## src/rtl/apb_periph_guard.sv

```systemverilog
// -----------------------------------------------------------------------------
// apb_periph_guard
//
// Registered APB3 slice placed between the SoC UART APB master port and the
// UART peripheral. Each upstream transfer is captured in IDLE and replayed
// downstream one cycle later, so the APB path is registered on both sides.
//
// Besides forwarding, the slice protects the CPU against two failure modes:
//   * misaligned addresses (paddr[1:0] != 0) are answered locally with an
//     error response, and the peripheral is never selected;
//   * a peripheral that never raises PREADY (dead or unclocked) is aborted
//     by a watchdog after TimeoutCycles ACCESS cycles, and an error response
//     is returned.
//
// Ports
//   clk_i, rst_i          clock, synchronous active-high reset
//   s_*                   upstream APB3 slave side (from the SoC master)
//   m_*                   downstream APB3 master side (to the peripheral)
//   timeout_cnt_o         saturating count of watchdog aborts
//   err_pulse_o           one-cycle pulse with every locally generated error
//
// Every output comes straight from a flop. Output flops are loaded from the
// values that belong to the *next* state, so they change together with the
// state register and no output lags the FSM.
// -----------------------------------------------------------------------------
module apb_periph_guard #(
   parameter int                   AddrWidth     = 32,
   parameter int                   DataWidth     = 32,
   parameter int                   TimeoutCycles = 1024,
   parameter logic [DataWidth-1:0] ErrData       = 'hDEADBEEF
) (
   input  logic                 clk_i,
   input  logic                 rst_i,
   // upstream (slave) side
   input  logic                 s_psel_i,
   input  logic                 s_penable_i,
   input  logic                 s_pwrite_i,
   input  logic [AddrWidth-1:0] s_paddr_i,
   input  logic [DataWidth-1:0] s_pwdata_i,
   output logic [DataWidth-1:0] s_prdata_o,
   output logic                 s_pready_o,
   output logic                 s_pslverr_o,
   // downstream (master) side
   output logic                 m_psel_o,
   output logic                 m_penable_o,
   output logic                 m_pwrite_o,
   output logic [AddrWidth-1:0] m_paddr_o,
   output logic [DataWidth-1:0] m_pwdata_o,
   input  logic [DataWidth-1:0] m_prdata_i,
   input  logic                 m_pready_i,
   input  logic                 m_pslverr_i,
   // status
   output logic [15:0]          timeout_cnt_o,
   output logic                 err_pulse_o
);

   // ---------------------------------------------------------------------
   // FSM encoding
   // ---------------------------------------------------------------------
   localparam logic [1:0] S_IDLE     = 2'd0;
   localparam logic [1:0] S_M_SETUP  = 2'd1;
   localparam logic [1:0] S_M_ACCESS = 2'd2;
   localparam logic [1:0] S_RESP     = 2'd3;

   // Watchdog must be able to hold the value TimeoutCycles itself.
   localparam int WdWidth = $clog2(TimeoutCycles + 1);
   localparam logic [WdWidth-1:0] WdLimit = WdWidth'(TimeoutCycles);
   localparam logic [WdWidth-1:0] WdOne   = WdWidth'(1);

   // ---------------------------------------------------------------------
   // State and output flops
   // ---------------------------------------------------------------------
   logic [1:0]           state_q,       state_d;
   logic [WdWidth-1:0]   wd_q,          wd_d;
   logic                 mis_q,         mis_d;

   logic                 m_psel_q,      m_psel_d;
   logic                 m_penable_q,   m_penable_d;
   logic                 m_pwrite_q,    m_pwrite_d;
   logic [AddrWidth-1:0] m_paddr_q,     m_paddr_d;
   logic [DataWidth-1:0] m_pwdata_q,    m_pwdata_d;

   logic [DataWidth-1:0] s_prdata_q,    s_prdata_d;
   logic                 s_pready_q,    s_pready_d;
   logic                 s_pslverr_q,   s_pslverr_d;
   logic                 err_pulse_q,   err_pulse_d;
   logic [15:0]          timeout_cnt_q, timeout_cnt_d;

   // Upstream SETUP phase: selected but not yet enabled.
   logic                 s_setup;
   logic                 s_misaligned;

   assign s_setup      = s_psel_i & ~s_penable_i;
   assign s_misaligned = (s_paddr_i[1:0] != 2'b00);

   // ---------------------------------------------------------------------
   // Next-state and next-output logic
   // ---------------------------------------------------------------------
   always_comb begin
      // Hold state, latched transfer and counters by default.
      state_d       = state_q;
      wd_d          = wd_q;
      mis_d         = mis_q;
      m_pwrite_d    = m_pwrite_q;
      m_paddr_d     = m_paddr_q;
      m_pwdata_d    = m_pwdata_q;
      timeout_cnt_d = timeout_cnt_q;

      // Handshake and response outputs are only ever asserted explicitly.
      m_psel_d      = 1'b0;
      m_penable_d   = 1'b0;
      s_prdata_d    = '0;
      s_pready_d    = 1'b0;
      s_pslverr_d   = 1'b0;
      err_pulse_d   = 1'b0;

      case (state_q)
         S_IDLE: begin
            // Upstream inputs are only looked at here; anything the master
            // does while a transfer is in flight is ignored.
            if (s_setup) begin
               m_paddr_d  = s_paddr_i;
               m_pwdata_d = s_pwdata_i;
               m_pwrite_d = s_pwrite_i;
               mis_d      = s_misaligned;
               state_d    = S_M_SETUP;
               // A misaligned transfer spends its M_SETUP slot with the
               // downstream select masked, so the peripheral never sees it.
               m_psel_d   = ~s_misaligned;
            end
         end

         S_M_SETUP: begin
            if (mis_q) begin
               // Locally generated alignment error.
               state_d     = S_RESP;
               s_pready_d  = 1'b1;
               s_prdata_d  = m_pwrite_q ? '0 : ErrData;
               s_pslverr_d = 1'b1;
               err_pulse_d = 1'b1;
            end else begin
               state_d     = S_M_ACCESS;
               m_psel_d    = 1'b1;
               m_penable_d = 1'b1;
               // First ACCESS cycle is watchdog count 1.
               wd_d        = WdOne;
            end
         end

         S_M_ACCESS: begin
            if (m_pready_i) begin
               // Completion has priority over a watchdog hit in the same
               // cycle. A downstream PSLVERR is passed through untouched and
               // is not a local error, so no pulse.
               state_d     = S_RESP;
               s_pready_d  = 1'b1;
               s_prdata_d  = m_pwrite_q ? '0 : m_prdata_i;
               s_pslverr_d = m_pslverr_i;
            end else if (wd_q == WdLimit) begin
               // Abort: release the downstream bus and answer upstream.
               state_d     = S_RESP;
               s_pready_d  = 1'b1;
               s_prdata_d  = m_pwrite_q ? '0 : ErrData;
               s_pslverr_d = 1'b1;
               err_pulse_d = 1'b1;
               if (timeout_cnt_q != 16'hFFFF) begin
                  timeout_cnt_d = timeout_cnt_q + 16'd1;
               end
            end else begin
               m_psel_d    = 1'b1;
               m_penable_d = 1'b1;
               wd_d        = wd_q + WdOne;
            end
         end

         S_RESP: begin
            // The single response cycle is presented by the output flops;
            // a late downstream PREADY here or in IDLE has no effect.
            state_d = S_IDLE;
            wd_d    = '0;
            mis_d   = 1'b0;
         end

         default: begin
            state_d = S_IDLE;
         end
      endcase
   end

   // ---------------------------------------------------------------------
   // Registers
   // ---------------------------------------------------------------------
   always_ff @(posedge clk_i) begin
      if (rst_i) begin
         state_q       <= S_IDLE;
         wd_q          <= '0;
         mis_q         <= 1'b0;
         m_psel_q      <= 1'b0;
         m_penable_q   <= 1'b0;
         m_pwrite_q    <= 1'b0;
         m_paddr_q     <= '0;
         m_pwdata_q    <= '0;
         s_prdata_q    <= '0;
         s_pready_q    <= 1'b0;
         s_pslverr_q   <= 1'b0;
         err_pulse_q   <= 1'b0;
         timeout_cnt_q <= '0;
      end else begin
         state_q       <= state_d;
         wd_q          <= wd_d;
         mis_q         <= mis_d;
         m_psel_q      <= m_psel_d;
         m_penable_q   <= m_penable_d;
         m_pwrite_q    <= m_pwrite_d;
         m_paddr_q     <= m_paddr_d;
         m_pwdata_q    <= m_pwdata_d;
         s_prdata_q    <= s_prdata_d;
         s_pready_q    <= s_pready_d;
         s_pslverr_q   <= s_pslverr_d;
         err_pulse_q   <= err_pulse_d;
         timeout_cnt_q <= timeout_cnt_d;
      end
   end

   // ---------------------------------------------------------------------
   // Outputs
   // ---------------------------------------------------------------------
   assign s_prdata_o    = s_prdata_q;
   assign s_pready_o    = s_pready_q;
   assign s_pslverr_o   = s_pslverr_q;
   assign m_psel_o      = m_psel_q;
   assign m_penable_o   = m_penable_q;
   assign m_pwrite_o    = m_pwrite_q;
   assign m_paddr_o     = m_paddr_q;
   assign m_pwdata_o    = m_pwdata_q;
   assign timeout_cnt_o = timeout_cnt_q;
   assign err_pulse_o   = err_pulse_q;

endmodule

```

## config.mk

```make
export PLATFORM = sky130hd
export DESIGN_NAME = apb_periph_guard
export DESIGN_NICKNAME = d
export VERILOG_FILES = /design/src/rtl/apb_periph_guard.sv
export SDC_FILE = /design/constraint.sdc
export NUM_CORES = 1
export LEC_CHECK = 0
export CORE_MARGIN = 3
export CORE_UTILIZATION = 42
export DETAILED_ROUTE_END_ITERATION = 10
export HOLD_SLACK_MARGIN = 0.02
export PLACE_DENSITY = 0.88
export SYNTH_ARGS = -nofsm -noshare
export SYNTH_HDL_FRONTEND = slang
export SYNTH_SLANG_ARGS = --single-unit
```

## constraint.sdc

```tcl
create_clock -name clk_i -period 2.9 [get_ports clk_i]
set_input_delay 0.58 -clock clk_i [delete_from_list [all_inputs] [get_ports clk_i]]
set_output_delay 0.58 -clock clk_i [all_outputs]
set_load 0.01 [all_outputs]
```

==> impl_results.md, run 1 <==
* Status: finished, final reports clean
* Share of the synthesized area in the top cell type at 53.4%
* Diode count at 0
* Pwr dens at 695 nW/um^2
* CP Buf/Inv Count at 1
* Setup repair bufs after CTS at 0
* DR vias/cell at 5.04
* Setup CP Type: flop to flop
* Sw power at 0.00148 W
* Resized Gates After CTS at 0
* HP Class: flop to flop
* I/O Pins at 221
* CTS buffer count at 17
* Final period util at 78.4%
* Max incr delay on CP at 0.52 ns
* Crit path DAT at 2.61 ns
* CTS H-Tree Depth at 4
* Sequential area share after synthesis at 53.4%
* Netlist Area Pre-Place at 4950 sq um
* P_int at 0.00403 W
* Register bit total from synthesis at 132
* Max Cap Viol at 0
* Clk sink count at 132
* Share of cells above drive strength 1 at 6.13%
* CTS tree: done
* Seq. cell area at 2640 sq um
* Ys async rst share at 0%
* Die ar. at 13100 sq um
* Die width at 115 um
* Initial DRC Count at 394
* Data required, critical path at 3.23 ns
* Crit start category: flop
* Top FF cell, synth: dfxtp_1
* Setup_tns at 0 ns
* Rows at 39
* Worst-margin pin slew at 0.968 ns
* Worst path slowest cell: or4_1
* Final Slew Violations at 0
* Global-route wire length before repair at 22.5 mm
* Syn_nets at 713
* CTS Buffer Depth at 2
* Post-CTS Hold Buffers at 0
* Synth top area cells: dfxtp_1 (53%), nand2_1 (11%), a21oi_1 (8.2%)
* Final wirelength at 14.3 mm
* Drt drc at 0
* Final Critical Period at 2.27 ns
* Yosys warns at 0
* Starting Density at 43.1%
* RSZ-0062 raised after global routing: false
* Drt pass-1 iters at 4
* CP delay by family, top: simple AND/OR/NAND/NOR gates
* Final Wtd Congestion at 0.844
* Root buffer cell: clkbuf_16
* Filler Cells Inserted at 885
* Critical-path cell list: inv_1, ha_1, nor4b_4, nand4_2, or2_0, or4_1, a21oi_1
* Sw frac at 26.8%
* Global router's overall resource usage at 21.4%
* Die height at 115 um
* Synthesis-to-layout area growth at 60.3%
* Clock latency on the worst-skew pair at 0.41 ns
* Critical Path Sink Type: flop
* Clock Skews at 0.00646 ns
* Vias in the first global route at 4633
* Multi-input gate area at 2150 sq um
* Nets at 930
* Syn Area/Cell at 8.22 sq um
* Port buffer count at 220
* Hpwl dp at 10.0 mm
* Area leader, netlist: dfxtp_1
* Clock transition at path regs at 0.06 ns
* Part of the power in registers at 37.3%
* Antenna viol nets, final at 0
* Place WS at 0.337 ns
* Combinational share of power at 21.4%
* Post-route setup slack at 0.625 ns
* Initial antenna violation count at 0
* Post-synth top cells: nand2_1 (146), dfxtp_1 (132), a21oi_1 (81)
* Post-synth EDFFs at 0
* Wire length per cell at 14.7 um
* VDD IR max at 606 uV
* Gate Count Post-Synth at 602
* Largest net degree at the start of global routing at 95
* Most frequent cell after synthesis: nand2_1
* Static Leak at 2.87 nW
* Post-synth cell types at 41
* Via count at 4918
* Remaining Overflow, GRT at 0
* Core box area at 11500 sq um
* CP Max Fanout at 8
* Final Hold Fails at 0
* Fmax achieved at 440 MHz
* Final setup fails at 0
* Clock power frac at 41.3%
* Max-slew headroom at 35.4%
-- per-stage QoR --
stage / hold slack (ns) / cell area (sq um) / instances / total power (W) / util, %
3_3_place_gp: 0.441 / 7300 / 943 / 0.00325 / 63.6
2_1_floorplan: 0.459 / 4950 / 602 / 0.00267 / -
6_report: 0.450 / 7930 / 975 / 0.00551 / 69.2
3_5_place_dp: 0.446 / 7300 / 943 / 0.00327 / 63.6
4_1_cts: 0.453 / 7930 / 975 / 0.00556 / 69.2
5_1_grt: 0.469 / 7930 / 975 / 0.00575 / 69.2
-- power by group through the flow --
stage          registers (W)  clock network (W)  logic [W]
6_report             0.00206            0.00228    0.00118
5_1_grt              0.00208            0.00238    0.00129
4_1_cts              0.00206            0.00231    0.00119
3_5_place_dp         0.00210                  0    0.00118
3_3_place_gp         0.00209                  0    0.00116
2_1_floorplan        0.00215                  0   0.000517
-- cells by family after synthesis --
family,Yosys count,share of synthesized area (%)
compound gates,109,11.8
xor+xnor,13,2.30
flops,132,53.4
mux,3,0.632
buf+inv,42,3.21
simple gates,295,26.6
fa+ha+maj,8,2.02
-- state kept, by name (all words and copies together), names as in the netlist --
signal         flops
s_prdata_o        32
m_psel_o           1
m_pwrite_o         1
m_penable_o        1
wd_q              11
timeout_cnt_o     16
err_pulse_o        1
s_pslverr_o        1
m_pwdata_o        32
m_paddr_o         32
s_pready_o         1
mis_q              1
state_q            2
-- layer usage --
metal	vias to the layer above	share of wire, %	global-route usage (%)
li1	2435	-	-
met1	2258	41	24.7
met2	205	49	36.3
met3	20	8.3	7.66
met4	0	1.7	8.08
met5	-	0	0
-- path summary, 6_finish.rpt --
check | startpoint | to | slack (ns) | cells past startpoint
max | wd_q[0] | timeout_cnt_o[7] | 0.63 | 7
min | m_paddr_o[0] | m_paddr_o[0] | 0.45 | 2
max reg2reg | wd_q[0] | timeout_cnt_o[7] | 0.63 | 7
min reg2reg | m_paddr_o[0] | m_paddr_o[0] | 0.45 | 2
-- cell usage in the layout (no fill, tap or decap), types with 2 or more instances in the layout --
cell type and n:
nand3_1 16, inv_1 10, a21oi_1 81, and4_1 2
buf_4 9, nor3_1 10, nand2b_1 2, nor4b_4 2
bufinv_16 4, nand4_1 3, o31ai_1 3, ha_1 8
nor4_1 6, nor2_1 77, mux2i_1 2, or3_1 4
clkbuf_8 2, clkdlybuf4s50_1 219, dfxtp_1 132, nor2b_1 4
xor2_1 2, nand2_1 146, nor4b_1 3, a211oi_1 2
or4_1 4, o21ai_0 12, clkinvlp_4 6, xnor2_1 11
clkbuf_16 17, or2_2 2, a31oi_1 4, and2_1 9
-- final cells by class --
class,instances,area share [%]
clock buffer,20,5.76
timing repair buffer,230,28.8
tap,143,2.26
clock inverter,12,2.26
multi-input combinational,428,27.1
sequential,132,33.3
inverter,10,0.473
-- worst reg2reg max path, cell delays in order (launching register included) --
cell	delay (ns)
dfxtp_1	0.36
inv_1	0.08
ha_1	0.16
nor4b_4	0.30
nand4_2	0.26
or2_0	0.39
or4_1	0.52
a21oi_1	0.15
Power figures use the tool's default switching activity.
==> inputs of run 2 (changes only) <==
--- a/config.mk
+++ b/config.mk
@@ -6,10 +6,10 @@
 export NUM_CORES = 1
 export LEC_CHECK = 0
 export CORE_MARGIN = 3
-export CORE_UTILIZATION = 42
+export CORE_UTILIZATION = 38
 export DETAILED_ROUTE_END_ITERATION = 10
 export HOLD_SLACK_MARGIN = 0.02
-export PLACE_DENSITY = 0.88
+export PLACE_DENSITY = 0.84
 export SYNTH_ARGS = -nofsm -noshare
 export SYNTH_HDL_FRONTEND = slang
 export SYNTH_SLANG_ARGS = --single-unit
==> constraint.sdc (replaced) <==
create_clock -name clk_i -period 2 [get_ports clk_i]
set_input_delay 0.4 -clock clk_i [delete_from_list [all_inputs] [get_ports clk_i]]
set_output_delay 0.4 -clock clk_i [all_outputs]
set_load 0.01 [all_outputs]
==> run 2 against run 1 <==
  * The flow now finishes with violations (setup timing)
  * Wire length grew 2.7%
  * Hold slack lost 0.21 ns
  * Sequential power grew 45%
  * Clock-buffer cell count grew 4
  * Flip-flop and latch count is the same
  * First-iteration DRC count shrank 41%
  * Maximum frequency grew 13%
  * Clock skew grew 0.0018 ns
  * Critical path depth is the same
  * Utilization shrank 3.9 points
  * Sequential share of layout area shrank 1.3 points
  * Clock power grew 46%
  * Critical path type unchanged
  * Highest routed layer unchanged
==> impl_results.md, run 2 (synthesized netlist as in run 1, its figures left out) <==
* Top routing layer used: met4 (unchanged)
* HP Class: primary input to flop (was flop to flop)
* Clock latency on the worst-skew pair at 0.41 ns (about the same)
* Hold EP: wd_q[4] (was m_paddr_o[0])
* CTS H-Tree Depth at 4 (unchanged)
* Met3 wire len at 1.26 mm (was 1.19 mm)
* Starting Density at 39.0% (was 43.1%)
* Post-CTS Hold Buffers at 0 (unchanged)
* Part of the power in registers at 36.4% (was 37.3%)
* Max Cap Viol at 0 (unchanged)
* Largest net degree at the start of global routing at 45 (was 95)
* CP delay by family, top: simple AND/OR/NAND/NOR gates (unchanged)
* Rows at 41 (was 39)
* Clock transition at path regs at 0.06 ns (about the same)
* Port buffer count at 220 (unchanged)
* Status: finished, violations left (was finished, final reports clean)
* Wire length per cell at 14.3 um (was 14.7 um)
* Global-route wire length before repair at 23.4 mm (was 22.5 mm)
* Worst Hold Depth at 2 (unchanged)
* Die ar. at 14400 sq um (was 13100 sq um)
* Fmax achieved at 498 MHz (was 440 MHz)
* Initial DRC Count at 231 (was 394)
* Crit start category: flop (unchanged)
* Worst-margin pin slew at 0.454 ns (was 0.968 ns)
* Max incr delay on CP at 0.43 ns (was 0.52 ns)
* Failing checks: setup timing
* VDD IR max at 493 uV (was 606 uV)
* Clock power frac at 40.7% (was 41.3%)
* Nets at 953 (was 930)
* Via count at 4997 (was 4918)
* Data required, critical path at 2.34 ns (was 3.23 ns)
* Commonest non-fill, non-tap cell in the layout: clkdlybuf4s50_1 (unchanged)
* Final Power at 0.00818 W (was 0.00551 W)
* CTS Buffer Depth at 2 (unchanged)
* I/O Pins at 221 (unchanged)
* CTS tree: done (unchanged)
* M1 wire length at 6.03 mm (was 5.88 mm)
* Antenna viol nets, final at 0 (unchanged)
* Core box area at 12700 sq um (was 11500 sq um)
* Final wirelength at 14.7 mm (was 14.3 mm)
* Final setup fails at 1 (was 0)
* Diode count at 0 (unchanged)
* Final Wtd Congestion at 0.839 (was 0.844)
* CP Buf/Inv Count at 1 (unchanged)
* Initial antenna violation count at 0 (unchanged)
* Final Hold Fails at 0 (unchanged)
* Hold path start: rst_i (was m_paddr_o[0])
* Most frequent cells in the layout: clkdlybuf4s50_1 (219), nand2_1 (146), dfxtp_1 (129) (was clkdlybuf4s50_1 (219), nand2_1 (146), dfxtp_1 (132))
* Critical-path cell list: inv_2, ha_4, nor4b_4, nand4_2, or3_4, or4_4, a21oi_2 (was inv_1, ha_1, nor4b_4, nand4_2, or2_0, or4_1, a21oi_1)
* Filler Cells Inserted at 1029 (was 885)
* P_int at 0.00602 W (was 0.00403 W)
* Final Slew Violations at 0 (unchanged)
* Sw power at 0.00216 W (was 0.00148 W)
* Drt drc at 0 (unchanged)
* Pwr dens at 990 nW/um^2 (was 695 nW/um^2)
* Critical Path Sink Type: flop (unchanged)
* Reg-to-Reg End: timeout_cnt_o[11] (was timeout_cnt_o[7])
* Drt pass-1 iters at 5 (was 4)
* Place WS at -0.174 ns (was 0.337 ns)
* Share of cells above drive strength 1 at 10.8% (was 6.13%)
* Hpwl dp at 10.5 mm (was 10.0 mm)
* Global router's overall resource usage at 20.4% (was 21.4%)
* Post-route setup slack at -0.00783 ns (was 0.625 ns)
* Die height at 120 um (was 115 um)
* Vias in the first global route at 4812 (was 4633)
* Routed wl met2 at 7.16 mm (was 7.03 mm)
* Setup CP Type: flop to flop (unchanged)
* Final Critical Period at 2.01 ns (was 2.27 ns)
* R2R depth at 7 (unchanged)
* Final period util at 100% (was 78.4%)
* CP Max Fanout at 3 (was 8)
* Sw frac at 26.4% (was 26.8%)
* Synthesis-to-layout area growth at 67.1% (was 60.3%)
* Remaining Overflow, GRT at 0 (unchanged)
* Root buffer cell: clkbuf_16 (unchanged)
* Static Leak at 3.03 nW (was 2.87 nW)
* Clk sink count at 132 (unchanged)
* Worst path slowest cell: or4_4 (was or4_1)
* Worst r2r src: wd_q[0] (unchanged)
* Crit path DAT at 2.35 ns (was 2.61 ns)
* DR vias/cell at 4.87 (was 5.04)
* Combinational share of power at 22.8% (was 21.4%)
* Clock Skews at 0.00830 ns (was 0.00646 ns)
* CTS buffer count at 17 (unchanged)
* Max-slew headroom at 69.5% (was 35.4%)
* Die width at 120 um (was 115 um)
* RSZ-0062 raised after global routing: true (was false)
* R2r setup slk at -0.008 ns (was 0.63 ns)
==> run 2: cell count changes in the layout (fill, tap and decap cells not counted), sizes merged <==
cell and change:
buf +23, clkbuf +4, clkinvlp -4, clkinv +1
inv -1
==> run 2: cell type report <==
cell class,instances,area (sq um),share of cell area [%]
clock buffers,24,492,5.95
clock inverters,8,146,1.77
inverters,10,41.3,0.499
multi-input cells,428,2230,27.0
flip-flops and latches,132,2650,32.0
well taps,172,215,2.60
repair buffers,253,2500,30.2
==> run 2: repair_timing <==
action	CTS	global route
gates resized for setup	1	24
endpoints found under the setup margin	4	12
setup buffers	1	0
pin swaps	2	7
endpoints found under the hold margin	0	0
==> run 2: how the worst max path moves through the flow <==
| stage | startpoint | end | slack, ns | cells past startpoint |
|---|---|---|---|---|
| finish | wd_q[0] | timeout_cnt_o[11] | -0.008 | 7 |
| global route | wd_q[0] | timeout_cnt_o[11] | -0.08 | 7 |
| CTS | wd_q[0] | timeout_cnt_o[11] | 0.007 | 7 |
| detailed placement | m_pready_i | timeout_cnt_o[11] | -0.17 | 6 |
| global placement | m_pready_i | timeout_cnt_o[11] | -0.12 | 6 |
| floorplan | wd_q[0] | timeout_cnt_o[7] | 0.02 | 8 |
==> run 2: per-stage QoR <==
stage	instance area (sq um)	utilization (%)	TNS, ns	hold slack [ns]	cells
5_1_grt	8270	65.3	-0.137	0.217	1027
3_5_place_dp	7540	59.5	-1.12	0.446	994
2_1_floorplan	4950	-	0	0.459	602
3_3_place_gp	7540	59.5	-0.508	0.441	994
6_report	8270	65.3	-0.00783	0.237	1027
4_1_cts	8190	64.6	0	0.215	1027
==> run 2: power by group through the flow <==
stage | logic, W | clock network (W) | registers, W
floorplan | 0.000750 | 0 | 0.00312
global placement | 0.00179 | 0 | 0.00302
global route | 0.00205 | 0.00353 | 0.00301
finish | 0.00187 | 0.00333 | 0.00298
detailed placement | 0.00182 | 0 | 0.00303
CTS | 0.00183 | 0.00339 | 0.00298
==> run 2: metal layers <==
| metal | track usage [%] | vias up |
|---|---|---|
| met4 | 9.02 | 0 |
| met2 | 33.4 | 203 |
| met5 | 0 | - |
| met3 | 7.63 | 26 |
| met1 | 23.9 | 2295 |
| li1 | - | 2473 |
